## src/rtl/spi_trig_pkg.sv

```systemverilog
// Shared types and helpers for the SPI receive-side trigger.
// Helpers work at 64-bit width; callers truncate to their DATA_W.
package spi_trig_pkg;

    typedef enum logic {IDLE, RX} state_t;

    localparam int MAX_W = 64;

    function automatic logic [6:0] eff_len(
        input logic [6:0] len,
        input logic [6:0] dw
    );
        return (len == 7'd0 || len > dw) ? dw : len;
    endfunction

    function automatic logic [MAX_W-1:0] len_mask(
        input logic [6:0] el
    );
        logic [MAX_W-1:0] m;
        if (el >= 7'd64) m = '1;
        else m = (64'd1 << el) - 64'd1;
        return m;
    endfunction

endpackage

```

## src/rtl/sync_edge_det.sv

```systemverilog
// N-flop synchroniser plus one history flop.
// Gives the synced level, the delayed level and rise/fall pulses.
module sync_edge_det #(
    parameter int   DEPTH   = 2,
    parameter logic RST_VAL = 1'b0
) (
    input  logic clk,
    input  logic rst_n,
    input  logic d,
    output logic q,
    output logic q_d,
    output logic rise,
    output logic fall
);

    logic [DEPTH:0] ff;

    always_ff @(posedge clk or negedge rst_n) begin
        if (!rst_n) ff <= {(DEPTH+1){RST_VAL}};
        else        ff <= {ff[DEPTH-1:0], d};
    end

    assign q    = ff[DEPTH-1];
    assign q_d  = ff[DEPTH];
    assign rise = q & ~q_d;
    assign fall = ~q & q_d;

endmodule

```

## src/rtl/spi_rx_trig_gen.sv

```systemverilog
// SPI receive-side trigger: snoops SS_n/SCLK/MOSI, assembles words
// of programmable length and pulses on a qualifying masked match.
module spi_rx_trig_gen
    import spi_trig_pkg::*;
#(
    parameter int DATA_W = 32,
    parameter int LEN_W  = $clog2(DATA_W+1),
    parameter int WCNT_W = 4
) (
    input  logic              clk,
    input  logic              rst_n,
    input  logic              SS_n,
    input  logic              SCLK,
    input  logic              MOSI,
    input  logic              edg,
    input  logic [LEN_W-1:0]  len,
    input  logic              lsb_first,
    input  logic [WCNT_W-1:0] word_sel,
    input  logic [DATA_W-1:0] mask,
    input  logic [DATA_W-1:0] match,
    output logic [DATA_W-1:0] rx_data,
    output logic              rx_vld,
    output logic              SPItrig,
    output logic              frame_err
);

    localparam logic [6:0] DW7 = 7'(DATA_W);

    logic sclk_rise, sclk_fall, sclk_q_unused, sclk_qd_unused;
    logic mosi_s, mosi_q_unused, mosi_r_unused, mosi_f_unused;
    logic ss_s, ss_qd_unused, ss_r_unused, ss_f_unused;

    sync_edge_det #(.DEPTH(2), .RST_VAL(1'b0)) u_sclk (
        .clk(clk), .rst_n(rst_n), .d(SCLK),
        .q(sclk_q_unused), .q_d(sclk_qd_unused),
        .rise(sclk_rise), .fall(sclk_fall)
    );

    // MOSI taken from the history flop: one cycle behind edge detect
    sync_edge_det #(.DEPTH(2), .RST_VAL(1'b0)) u_mosi (
        .clk(clk), .rst_n(rst_n), .d(MOSI),
        .q(mosi_q_unused), .q_d(mosi_s),
        .rise(mosi_r_unused), .fall(mosi_f_unused)
    );

    sync_edge_det #(.DEPTH(2), .RST_VAL(1'b1)) u_ss (
        .clk(clk), .rst_n(rst_n), .d(SS_n),
        .q(ss_s), .q_d(ss_qd_unused),
        .rise(ss_r_unused), .fall(ss_f_unused)
    );

    state_t              state;
    logic                strb;
    logic                edg_sh, lsb_sh;
    logic [LEN_W-1:0]    el_sh, bit_cnt;
    logic [WCNT_W-1:0]   ws_sh, word_cnt;
    logic [DATA_W-1:0]   mask_sh, match_sh, lm_sh, shreg;

    logic [6:0]          el_in;
    logic [DATA_W-1:0]   lm_in, sh_nxt;
    logic [LEN_W-1:0]    cnt_nxt;
    logic                done, hit, qual;

    always_comb begin
        el_in = eff_len(7'(len), DW7);
        lm_in = DATA_W'(len_mask(el_in));
        cnt_nxt = bit_cnt + LEN_W'(1);
        done = (cnt_nxt == el_sh);
        if (lsb_sh)
            sh_nxt = shreg | ({{(DATA_W-1){1'b0}}, mosi_s} << bit_cnt);
        else
            sh_nxt = {shreg[DATA_W-2:0], mosi_s};
        hit = (((sh_nxt ^ match_sh) & ~mask_sh & lm_sh) == '0);
        // saturated count never qualifies a later word
        qual = (ws_sh == '0) ||
               (word_cnt != '1 && ws_sh == word_cnt + WCNT_W'(1));
    end

    always_ff @(posedge clk or negedge rst_n) begin
        if (!rst_n) begin
            state     <= IDLE;
            strb      <= 1'b0;
            edg_sh    <= 1'b0;
            lsb_sh    <= 1'b0;
            el_sh     <= '0;
            ws_sh     <= '0;
            mask_sh   <= '0;
            match_sh  <= '0;
            lm_sh     <= '0;
            bit_cnt   <= '0;
            word_cnt  <= '0;
            shreg     <= '0;
            rx_data   <= '0;
            rx_vld    <= 1'b0;
            SPItrig   <= 1'b0;
            frame_err <= 1'b0;
        end else begin
            rx_vld    <= 1'b0;
            SPItrig   <= 1'b0;
            frame_err <= 1'b0;
            strb <= (state == RX) && !ss_s &&
                    (edg_sh ? sclk_rise : sclk_fall);
            unique case (state)
                IDLE: begin
                    if (!ss_s) begin
                        edg_sh   <= edg;
                        lsb_sh   <= lsb_first;
                        el_sh    <= LEN_W'(el_in);
                        lm_sh    <= lm_in;
                        ws_sh    <= word_sel;
                        mask_sh  <= mask;
                        match_sh <= match;
                        bit_cnt  <= '0;
                        word_cnt <= '0;
                        shreg    <= '0;
                        state    <= RX;
                    end
                end
                RX: begin
                    if (strb) begin
                        if (done) begin
                            rx_data <= sh_nxt & lm_sh;
                            rx_vld  <= 1'b1;
                            SPItrig <= hit && qual;
                            bit_cnt <= '0;
                            shreg   <= '0;
                            if (word_cnt != '1)
                                word_cnt <= word_cnt + WCNT_W'(1);
                        end else begin
                            shreg   <= sh_nxt;
                            bit_cnt <= cnt_nxt;
                        end
                    end
                    // a completing shift wins over the frame end
                    if (ss_s) begin
                        state     <= IDLE;
                        frame_err <= strb ? !done : (bit_cnt != '0);
                    end
                end
                default: state <= IDLE;
            endcase
        end
    end

endmodule

```

## config.mk

```make
export PLATFORM = sky130hd
export DESIGN_NAME = spi_rx_trig_gen
export DESIGN_NICKNAME = d
export VERILOG_FILES = /design/src/rtl/spi_trig_pkg.sv /design/src/rtl/sync_edge_det.sv /design/src/rtl/spi_rx_trig_gen.sv
export SDC_FILE = /design/constraint.sdc
export NUM_CORES = 1
export LEC_CHECK = 0
export BUFFER_PORTS_ARGS = -buffer_cell sky130_fd_sc_hd__buf_2
export CAP_MARGIN = 20
export CORE_ASPECT_RATIO = 0.5
export CORE_UTILIZATION = 45
export CTS_CLUSTER_SIZE = 20
export DETAILED_ROUTE_END_ITERATION = 16
export PLACE_DENSITY_LB_ADDON = 0.08
export SYNTH_ARGS = -nofsm -noshare
export SYNTH_HDL_FRONTEND = slang
export SYNTH_SLANG_ARGS = --single-unit
```

## constraint.sdc

```tcl
create_clock -name clk -period 4.3 [get_ports clk]
set_input_delay 0.215 -clock clk [delete_from_list [all_inputs] [get_ports clk]]
set_output_delay 0.215 -clock clk [all_outputs]
set_load 0.05 [all_outputs]
```

==> metrics, run 1 <==
DP Area=10200 um^2; RSZ-0062 raised after global routing=no; # nets final=1315; CTS root buffer=clkbuf_16; Tot Pwr=between 4 and 5 mW; die height=between 100 and 150 um; FFs w/ async S/R, synth=1.00; clk sinks=195; drt first pass iters=5; setup tns final=0 ns; Area growth, synth to finish=22.7%; initial core utilization=0.472; number of vias per cell=5.34; Slew Viols, Final=0; Reg2Reg Setup Slack=around 0.97 ns; internal power=3.17 mW; Max IR drop VDD=0.234 mV; cell taking the most area after synthesis=dfrtp_1; layout cell share with drive strength beyond 1=0.142; GRT Total Usage=0.277; most common flop cell mapped by yosys=dfrtp_1; max-cap viol count=0; sw power=1.23 mW; post-synth top area share=0.513; f_max=approximately 300 MHz; clock transition at the registers of the reported paths=around 0.07 ns; CTS Buffer Depth=2; post_cts resized=0; first-pass GRT wire length=~44 mm; Rel. slew slack=0.293; R2R depth=7; Comb pwr share=0.150; Final period util=0.775; TritonCTS clock tree=yes; final antenna-violating net count=0; drt drc=0; Die ar.=between 20000 and 25000 um^2; Reg-to-Reg Start=bit_cnt[2]; vias in the first global route=between 7000 and 8000; peak fanout along the critical path=15; Mean Syn Cell Area=8.79 um^2; post-layout util=0.579; largest net degree at the start of global routing=roughly 110; CP arrival=3.70 ns; Sw Ratio=0.279; dpl hpwl=slightly above 20 mm; HP Class=in -> reg; Finished Cell Area=between 10000 and 15000 um^2; H-tree depth=4; R2R Path End=SPItrig; initial antenna violation count=0; Syn Inst Count=about 1100; Pwr per Cell Area=381 nW/um^2; # rows=36; Period minus WS final=3.33 ns; I/O pins=between 100 and 150; Clk network pwr share=0.366; register share of total power=0.484; setup violators final=0; Final GP Congestion=between 0.9 and 1; Antenna diodes=0; Fin. Hold Viols=0; leakage=5.40 nW; Synth Register Bits=just under 200; port bufs=roughly 120; Yosys warnings=0; die width=207 um; Unique masters post-synth=54; Starting DRT DRC Count=between 700 and 800; Worst Setup Start Kind=flip-flop; DRT Wirelength=roughly 28 mm; WL/cell=between 15 and 20 um; Worst Max-Slew Pin Slew=1.06 ns; routed via count=8064; Post-synth EDFFs=0; status=finished, final reports clean; Synth Cell Area=9420 um^2; post-synthesis sequential area ratio=0.518; synthesized net count=around 1200; worst setup path endpoint=SPItrig; Setup Skew=roughly 0.008 ns; Crit. Startpoint=bit_cnt[2]; CP Data Required Time=about 4.7 ns; final cell count without fillers=around 1500; dominant cells by area after synthesis=dfrtp_1 (51%), nand2_1 (15%), o21ai_0 (6.5%), mux2i_1 (3.1%), xnor2_1 (3.0%); total gr overflow=0; worst-skew pair later-pin latency=between 0.4 and 0.5 ns; core area=roughly 20000 um^2; worst setup path class=reg -> reg; placed cells=approximately 1400; cts bufs inserted=17; endpoint class of the critical path=flip-flop
[synthesized netlist by cell type, drive strengths merged (2+ instances only)]
library cell	number
a21o	4
a21oi	16
a22o	2
a31oi	7
and2	2
and3	4
buf	9
clkbuf	56
dfrtp	193
dfstp	2
ha	4
inv	12
mux2i	29
nand2	374
nand2b	12
nand3	8
nand3b	8
nand4	5
nand4b	8
nand4bb	4
nor2	38
nor2b	9
nor3	6
nor3b	21
nor4	6
nor4b	2
o211ai	2
o21a	8
o21ai	123
o31ai	16
o32ai	3
or2	3
or3	9
or4	2
xnor2	32
xor2	20
[cell families (layout without fill, tap and decap cells)]
logic type / count (synthesis) / count (layout) / synth area share
adders and majority gates: 4 / 4 / 0.00531
other: 1 / 1 / 0.000398
xor gates and xnor gates: 53 / 53 / 0.0508
AOI/OAI and AO/OA: 189 / 189 / 0.114
muxes: 30 / 30 / 0.0320
DFF: 195 / 195 / 0.518
and+or+nand+nor: 523 / 523 / 0.247
buffers and inverters: 77 / 248 / 0.0316
[power by group through the flow]
stage	Combinational (mW)	Sequential, mW	Clock (mW)
after CTS	0.660	2.13	1.64
final	0.661	2.13	1.61
after floorplan	0.397	2.11	0
after global routing	0.734	2.15	1.72
after detailed placement	0.607	2.16	0
after global placement	0.601	2.16	0
[layout by cell type (no fill, tap or decap), types with 17 or more instances in the layout]
master         instances
mux2i_1               29
nand2_1              374
buf_2                114
xnor2_1               32
xor2_1                20
dfrtp_1              192
nor3b_1               21
nor2_1                37
clkbuf_16             17
o21ai_0              122
dlygate4sd3_1         72
[flip-flops by register name, summed over array words and instances (netlist names), 2 cells and up]
register,flops
match_sh,32
word_cnt,4
bit_cnt,6
el_sh,6
shreg,32
u_ss.ff,2
rx_data,32
u_mosi.ff,3
u_sclk.ff,3
ws_sh,4
mask_sh,32
lm_sh,32
[how the worst min path moves through the flow]
stage | from | to | cells after the start
final | lsb_first | lsb_sh | 3
after global routing | lsb_first | lsb_sh | 3
after CTS | lsb_first | lsb_sh | 3
after detailed placement | rst_n | u_sclk.ff[1] | 1
after global placement | rst_n | u_sclk.ff[1] | 1
after floorplan | rst_n | SPItrig | 0
[final cells by class]
cell class	instances	area (um^2)
fill	1810	8400
sequential	195	4880
multi-input combinational	800	4260
timing repair buffer	204	1450
clock buffer	23	488
tap	266	333
clock inverter	9	103
inverter	12	45.0
[what timing repair did]
action / 4_1_cts / 5_1_grt
setup buffers: 0 / 0
endpoints found under the setup margin: 0 / 0
endpoints found under the hold margin: 160 / 0
hold buffers: 72 / 0
[metrics by stage]
step | hold slack [ns] | worst slack, ns
after global placement | 0.323 | 1.19
after detailed placement | 0.325 | 1.06
final | 0.0649 | 0.967
after CTS | 0.0476 | 1.04
after global routing | 0.0589 | 0.816
after floorplan | -0.0806 | 1.42
[critical path, stage by stage (launching register included)]
cell and delay (ns):
dfrtp_1 0.60, nand4_1 0.40, o21ai_0 0.75, xnor2_1 0.20, nor3b_1 0.10, or4_1 0.54, or4_1 0.44, nor4b_2 0.22
[per-layer routing]
layer,part of all wire,GRT usage
met1,0.51,0.438
met2,0.41,0.367
met3,0.079,0.0789
met4,0.0084,0.0562
met5,0,0
(Power assumes the default switching activity.)
==> inputs of run 2 (changes only) <==
- clock period: 4.3 -> 3.1 ns (I/O delays scaled with it)
==> metrics, run 2 (synthesized netlist as in run 1, its figures left out) <==
status=finished, final reports clean (unchanged); Die ar.=21500 um^2 (unchanged); CP Data Required Time=3.46 ns (was 4.66 ns); total gr overflow=0 (unchanged); worst-skew pair later-pin latency=0.46 ns (was 0.45 ns); commonest non-fill, non-tap cell in the layout=nand2_1 (unchanged); CTS root buffer=clkbuf_16 (unchanged); Max IR drop VDD=0.373 mV (was 0.234 mV); dpl hpwl=20.2 mm (was 20.1 mm); Area growth, synth to finish=25.4% (was 22.7%); drt drc=0 (unchanged); peak fanout along the critical path=7 (was 15); Rel. slew slack=0.517 (was 0.293); start point of the worst min-delay path=len[1] (was lsb_first); WL/cell=18.6 um (was 18.7 um); setup violators final=0 (unchanged); Final period util=0.947 (was 0.775); CTS Buffer Depth=2 (unchanged); Crit. Startpoint=bit_cnt[0] (was bit_cnt[2]); Sw Ratio=0.275 (was 0.279); Reg-to-Reg Start=bit_cnt[0] (was bit_cnt[2]); die height=104 um (unchanged); initial antenna violation count=0 (unchanged); core area=20000 um^2 (unchanged); CP arrival=3.29 ns (was 3.70 ns); leakage=5.53 nW (was 5.40 nW); sw power=1.71 mW (was 1.23 mW); port bufs=115 (unchanged); clk sinks=195 (unchanged); register share of total power=0.472 (was 0.484); endpoint class of the critical path=flip-flop (unchanged); RSZ-0062 raised after global routing=no (unchanged); drt first pass iters=6 (was 5); die width=207 um (unchanged); H-tree depth=4 (unchanged); final antenna-violating net count=0 (unchanged); HP Class=in -> reg (unchanged); # nets final=1337 (was 1315); f_max=341 MHz (was 300 MHz); Fin. Hold Viols=0 (unchanged); Worst Setup Start Kind=flip-flop (unchanged); TritonCTS clock tree=yes (unchanged); clock transition at the registers of the reported paths=0.07 ns (about the same); max-cap viol count=0 (unchanged); # rows=36 (unchanged); first-pass GRT wire length=44.5 mm (was 44.3 mm); post-layout util=0.592 (was 0.579); Tot Pwr=6.24 mW (was 4.40 mW); Starting DRT DRC Count=603 (was 761); largest net degree at the start of global routing=99 (was 105); Comb pwr share=0.150 (about the same); GRT Total Usage=0.278 (was 0.277); Setup Skew=0.0117 ns (was 0.00806 ns); vias in the first global route=7745 (was 7628); I/O pins=116 (unchanged); initial core utilization=0.472 (unchanged); worst setup path class=reg -> reg (unchanged); number of vias per cell=5.29 (was 5.34); cts bufs inserted=17 (unchanged); Clk network pwr share=0.378 (was 0.366); internal power=4.52 mW (was 3.17 mW); Antenna diodes=0 (unchanged); post-CTS setup buffer count=0 (unchanged); Pwr per Cell Area=528 nW/um^2 (was 381 nW/um^2); routed via count=8100 (was 8064); Period minus WS final=2.94 ns (was 3.33 ns); DRT Wirelength=28.5 mm (was 28.2 mm); Worst Max-Slew Pin Slew=0.723 ns (was 1.06 ns); Final GP Congestion=0.878 (was 0.922); most frequent cells in the layout=nand2_1 (374), dfrtp_1 (190), o21ai_0 (120) (was nand2_1 (374), dfrtp_1 (192), o21ai_0 (122)); layout cell share with drive strength beyond 1=0.159 (was 0.142); Slew Viols, Final=0 (unchanged)
## run 2: per-layer routing
layer | part of all wire | global-route usage | up-vias
li1 | - | - | 3934
met1 | 0.50 | 0.424 | 3926
met2 | 0.41 | 0.372 | 214
met3 | 0.081 | 0.0905 | 26
met4 | 0.012 | 0.0741 | 0
met5 | 0 | 0 | -
## run 2: worst max-delay path, cell delays in order (launching register included)
cell and delay [ns]:
dfrtp_2 0.46, buf_4 0.17, or4b_2 0.69, o21ai_0 0.38, xnor2_1 0.18, nor3b_1 0.08, nor4_1 0.33, buf_4 0.18
nand4_1 0.10, nor4b_2 0.28
## run 2: final cells by class
type / count / area, um^2
Fill cell: 1807 / 8140
Sequential cell: 195 / 4890
Multi-Input combinational cell: 800 / 4270
Timing Repair Buffer: 226 / 1650
Clock buffer: 19 / 443
Tap cell: 266 / 333
Clock inverter: 13 / 181
Inverter: 12 / 45.0
## run 2: path summary, 6_finish.rpt
check / endpoint / slack [ns] / depth (start not counted)
max reg2reg: SPItrig / 0.16 / 9
max: SPItrig / 0.16 / 9
max in group asynchronous: lm_sh[21] / 1.92 / 3
min reg2reg: u_sclk.ff[1] / 0.35 / 0
min in group asynchronous: u_sclk.ff[1] / 0.29 / 2
min: lm_sh[29] / 0.11 / 3
## run 2: power groups by stage
stage	clock [mW]	sequential, mW	combinational (mW)
3_3_place_gp	0	2.98	0.845
6_report	2.36	2.95	0.935
5_1_grt	2.50	2.97	1.04
3_5_place_dp	0	2.99	0.856
4_1_cts	2.40	2.94	0.932
2_1_floorplan	0	2.92	0.550
## run 2: metrics by stage
step	TNS (ns)	setup WS (ns)	std cells	hold slack (ns)	instance area [um^2]
after floorplan	0	0.220	1072	-0.141	9420
after global placement	0	0.0271	1425	0.234	10400
after detailed placement	-0.00481	-0.00481	1425	0.236	10400
after CTS	0	0.0961	1531	0.0910	11800
after global routing	0	0.00804	1531	0.139	11800
final	0	0.164	1531	0.110	11800
## run 2: timing repair
action | in CTS | in global routing
endpoints found under the hold margin | 144 | 0
setup endpoints to repair | 1 | 1
gates cloned | 0 | 0
hold buffers | 74 | 0
resized for setup | 1 | 4
==> inputs of run 3 (changes only) <==
- ABC_AREA: unset -> 1
- PLACE_DENSITY_LB_ADDON: 0.08 -> unset
==> metrics, run 3 <==
HP Class=in -> reg (unchanged); Syn Inst Count=1366 (was 1072); Tot Pwr=7.31 mW (was 6.24 mW); WL/cell=18.1 um (was 18.6 um); worst-skew pair later-pin latency=0.45 ns (was 0.46 ns); Pwr per Cell Area=581 nW/um^2 (was 528 nW/um^2); Worst Setup Slack, final=0.500 ns (was 0.164 ns); FFs w/ async S/R, synth=1.00 (unchanged); vias in the first global route=9097 (was 7745); Unique masters post-synth=38 (was 54); # nets final=1620 (was 1337); Synth Cell Area=10300 um^2 (was 9420 um^2); Crit path top cell by count=nor2_1 (was buf_4); DRT Wirelength=33.5 mm (was 28.5 mm); most common flop cell mapped by yosys=dfrtp_1 (unchanged); status=finished, final reports clean (unchanged); Fillers=2075 (was 1807); Fin. Hold Viols=0 (unchanged); post-synth top area share=0.468 (was 0.513); leakage=6.58 nW (was 5.53 nW); die height=109 um (was 104 um); post-synthesis sequential area ratio=0.473 (was 0.518); GRT Total Usage=0.294 (was 0.278); setup tns final=0 ns (unchanged); placed cells=1743 (was 1425); initial antenna violation count=2 (was 0); I/O pins=116 (unchanged); Setup Skew=0.0117 ns (about the same); top post-synthesis cells by count=nand2_1 (402), dfrtp_1 (193), inv_1 (163) (was nand2_1 (374), dfrtp_1 (193), o21ai_0 (122)); Period minus WS final=2.60 ns (was 2.94 ns); Starting DRT DRC Count=979 (was 603); Area growth, synth to finish=21.9% (was 25.4%); Final GP Congestion=0.927 (was 0.878); synthesized net count=1451 (was 1157); Post-synth EDFFs=0 (unchanged); endpoint class of the critical path=flip-flop (unchanged); cell taking the most area after synthesis=dfrtp_1 (unchanged); clock transition at the registers of the reported paths=0.07 ns (about the same); initial core utilization=0.468 (was 0.472); core area=22100 um^2 (was 20000 um^2); commonest non-fill, non-tap cell in the layout=nand2_1 (unchanged); RSZ-0062 raised after global routing=no (unchanged); final cell count without fillers=1849 (was 1531); most frequent cells in the layout=nand2_1 (402), dfrtp_1 (193), inv_1 (163) (was nand2_1 (374), dfrtp_1 (190), o21ai_0 (120)); Mean Syn Cell Area=7.56 um^2 (was 8.79 um^2); Max stage delay cell, worst path=dfrtp_1 (was or4b_2); dominant cells by area after synthesis=dfrtp_1 (47%), nand2_1 (15%), o21ai_0 (6.8%), nand3_1 (6.4%), inv_1 (5.9%) (was dfrtp_1 (51%), nand2_1 (15%), o21ai_0 (6.5%), mux2i_1 (3.1%), xnor2_1 (3.0%)); number of vias per cell=5.27 (was 5.29); CP max stage delay=0.61 ns (was 0.69 ns); Worst Max-Slew Pin Slew=0.973 ns (was 0.723 ns); CP arrival=2.98 ns (was 3.29 ns); clk sinks=195 (unchanged); setup violators final=0 (unchanged); port bufs=115 (unchanged); worst setup path class=reg -> reg (unchanged); Die ar.=23600 um^2 (was 21500 um^2); max-cap viol count=0 (unchanged); crit path cell chain=inv_2, nor2_2, xor2_1, xor2_1, nor2_1, nand2_2, nor2_4, buf_4, nand3_1, nor2_1, nand2_1, nor2_1 (was buf_4, or4b_2, o21ai_0, xnor2_1, nor3b_1, nor4_1, buf_4, nand4_1, nor4b_2); Worst Setup Start Kind=flip-flop (unchanged); drt drc=0 (unchanged); pre-CTS setup slack=0.594 ns (was -0.00481 ns); # rows=38 (was 36); cts bufs inserted=17 (unchanged); first-pass GRT wire length=51.3 mm (was 44.5 mm); Slew Viols, Final=0 (unchanged); CTS Buffer Depth=2 (unchanged); TritonCTS clock tree=yes (unchanged); CTS root buffer=clkbuf_16 (unchanged); Synth Register Bits=195 (unchanged); Final period util=0.839 (was 0.947); largest net degree at the start of global routing=89 (was 99); Buf/Inv on CP=2 (unchanged); die width=216 um (was 207 um); total gr overflow=0 (unchanged); Yosys warnings=0 (unchanged); layout cell share with drive strength beyond 1=0.144 (was 0.159); CP Data Required Time=3.48 ns (was 3.46 ns); hold slack=0.0504 ns (was 0.110 ns); final antenna-violating net count=0 (unchanged); drt first pass iters=8 (was 6); peak fanout along the critical path=20 (was 7); Rel. slew slack=0.345 (was 0.517); f_max=385 MHz (was 341 MHz); top cell family by delay on the critical path=simple AND/OR/NAND/NOR gates (unchanged); Max IR drop VDD=0.324 mV (was 0.373 mV); most numerous cell in the Yosys netlist=nand2_1 (unchanged); H-tree depth=4 (unchanged); routed via count=9743 (was 8100); dpl hpwl=24.8 mm (was 20.2 mm)
## run 3: changes by cell type after synthesis, moves of 13 or more
cell | before | now
inv_1 | 12 | 163
nor2_1 | 38 | 115
clkbuf_1 | 56 | 37
nand4_1 | 5 | 25
nand2_1 | 374 | 402
nand3_1 | 7 | 133
o211ai_1 | 2 | 16
xnor2_1 | 32 | 3
nor3b_1 | 21 | 0
o21ai_0 | 122 | 140
mux2i_1 | 29 | 0
a21oi_1 | 16 | 3
o31ai_2 | 0 | 15
## run 3: repair_timing
| item | CTS | global route |
|---|---|---|
| setup buffers | 0 | 0 |
| endpoints found under the hold margin | 137 | 0 |
| resized for setup | 0 | 0 |
| hold buffers | 73 | 0 |
## run 3: area by class of cell
class                   instances  area, um^2  share of cell area
repair buffers                209        1500               0.119
well taps                     300         375              0.0298
diodes                          1        2.50            0.000199
inverters                     173         649              0.0516
clock buffers                  20         467              0.0371
multi-input cells             939        4510               0.358
clock inverters                12         200              0.0159
flip-flops and latches        195        4880               0.388
## run 3: final timing paths
kind	startpoint	end	slack, ns	cells past startpoint
worst max register to register	bit_cnt[3]	SPItrig	0.50	12
worst min register to register	u_mosi.ff[0]	u_mosi.ff[1]	0.36	0
worst max-delay path	bit_cnt[3]	SPItrig	0.50	12
min in group asynchronous	rst_n	u_mosi.ff[1]	0.25	2
worst min-delay path	len[0]	el_sh[0]	0.05	3
max in group asynchronous	rst_n	lm_sh[17]	1.97	3
## run 3: power breakdown
group / internal (mW) / leakage (nW) / switching [mW]
clock network: 1.50 / 0.330 / 1.02
logic: 0.537 / 3.75 / 1.11
registers: 2.86 / 2.50 / 0.284
## run 3: cells by family (layout without fill, tap and decap cells)
kind of cell,Yosys count,count (layout),synth area share
DFF,195,195,0.473
buffers and inverters,232,414,0.0914
other,1,2,0.000363
and+or+nand+nor,720,720,0.301
adders and majority gates,4,4,0.00485
AOI/OAI and AO/OA,203,203,0.120
xor gates and xnor gates,11,11,0.00933
## run 3: worst min-delay path: cells and delay by family
family / cells / cell delay [ns]
compound gates: 1 / 0.09
buf+inv: 1 / 0.12
simple gates: 1 / 0.09
## run 3: per-layer routing
layer,GRT usage,vias up,part of all wire,routed length (um)
met1,0.418,4638,0.47,15600
met5,0,-,0,0
met2,0.418,343,0.41,13700
met3,0.100,38,0.10,3440
li1,-,4724,-,-
met4,0.0931,0,0.020,678
## run 3: through the flow
| stage | area (um^2) | utilization |
|---|---|---|
| after global routing | 12600 | 0.570 |
| after detailed placement | 11200 | 0.507 |
| after floorplan | 10300 | - |
| after CTS | 12600 | 0.570 |
| after global placement | 11200 | 0.507 |
| final | 12600 | 0.570 |
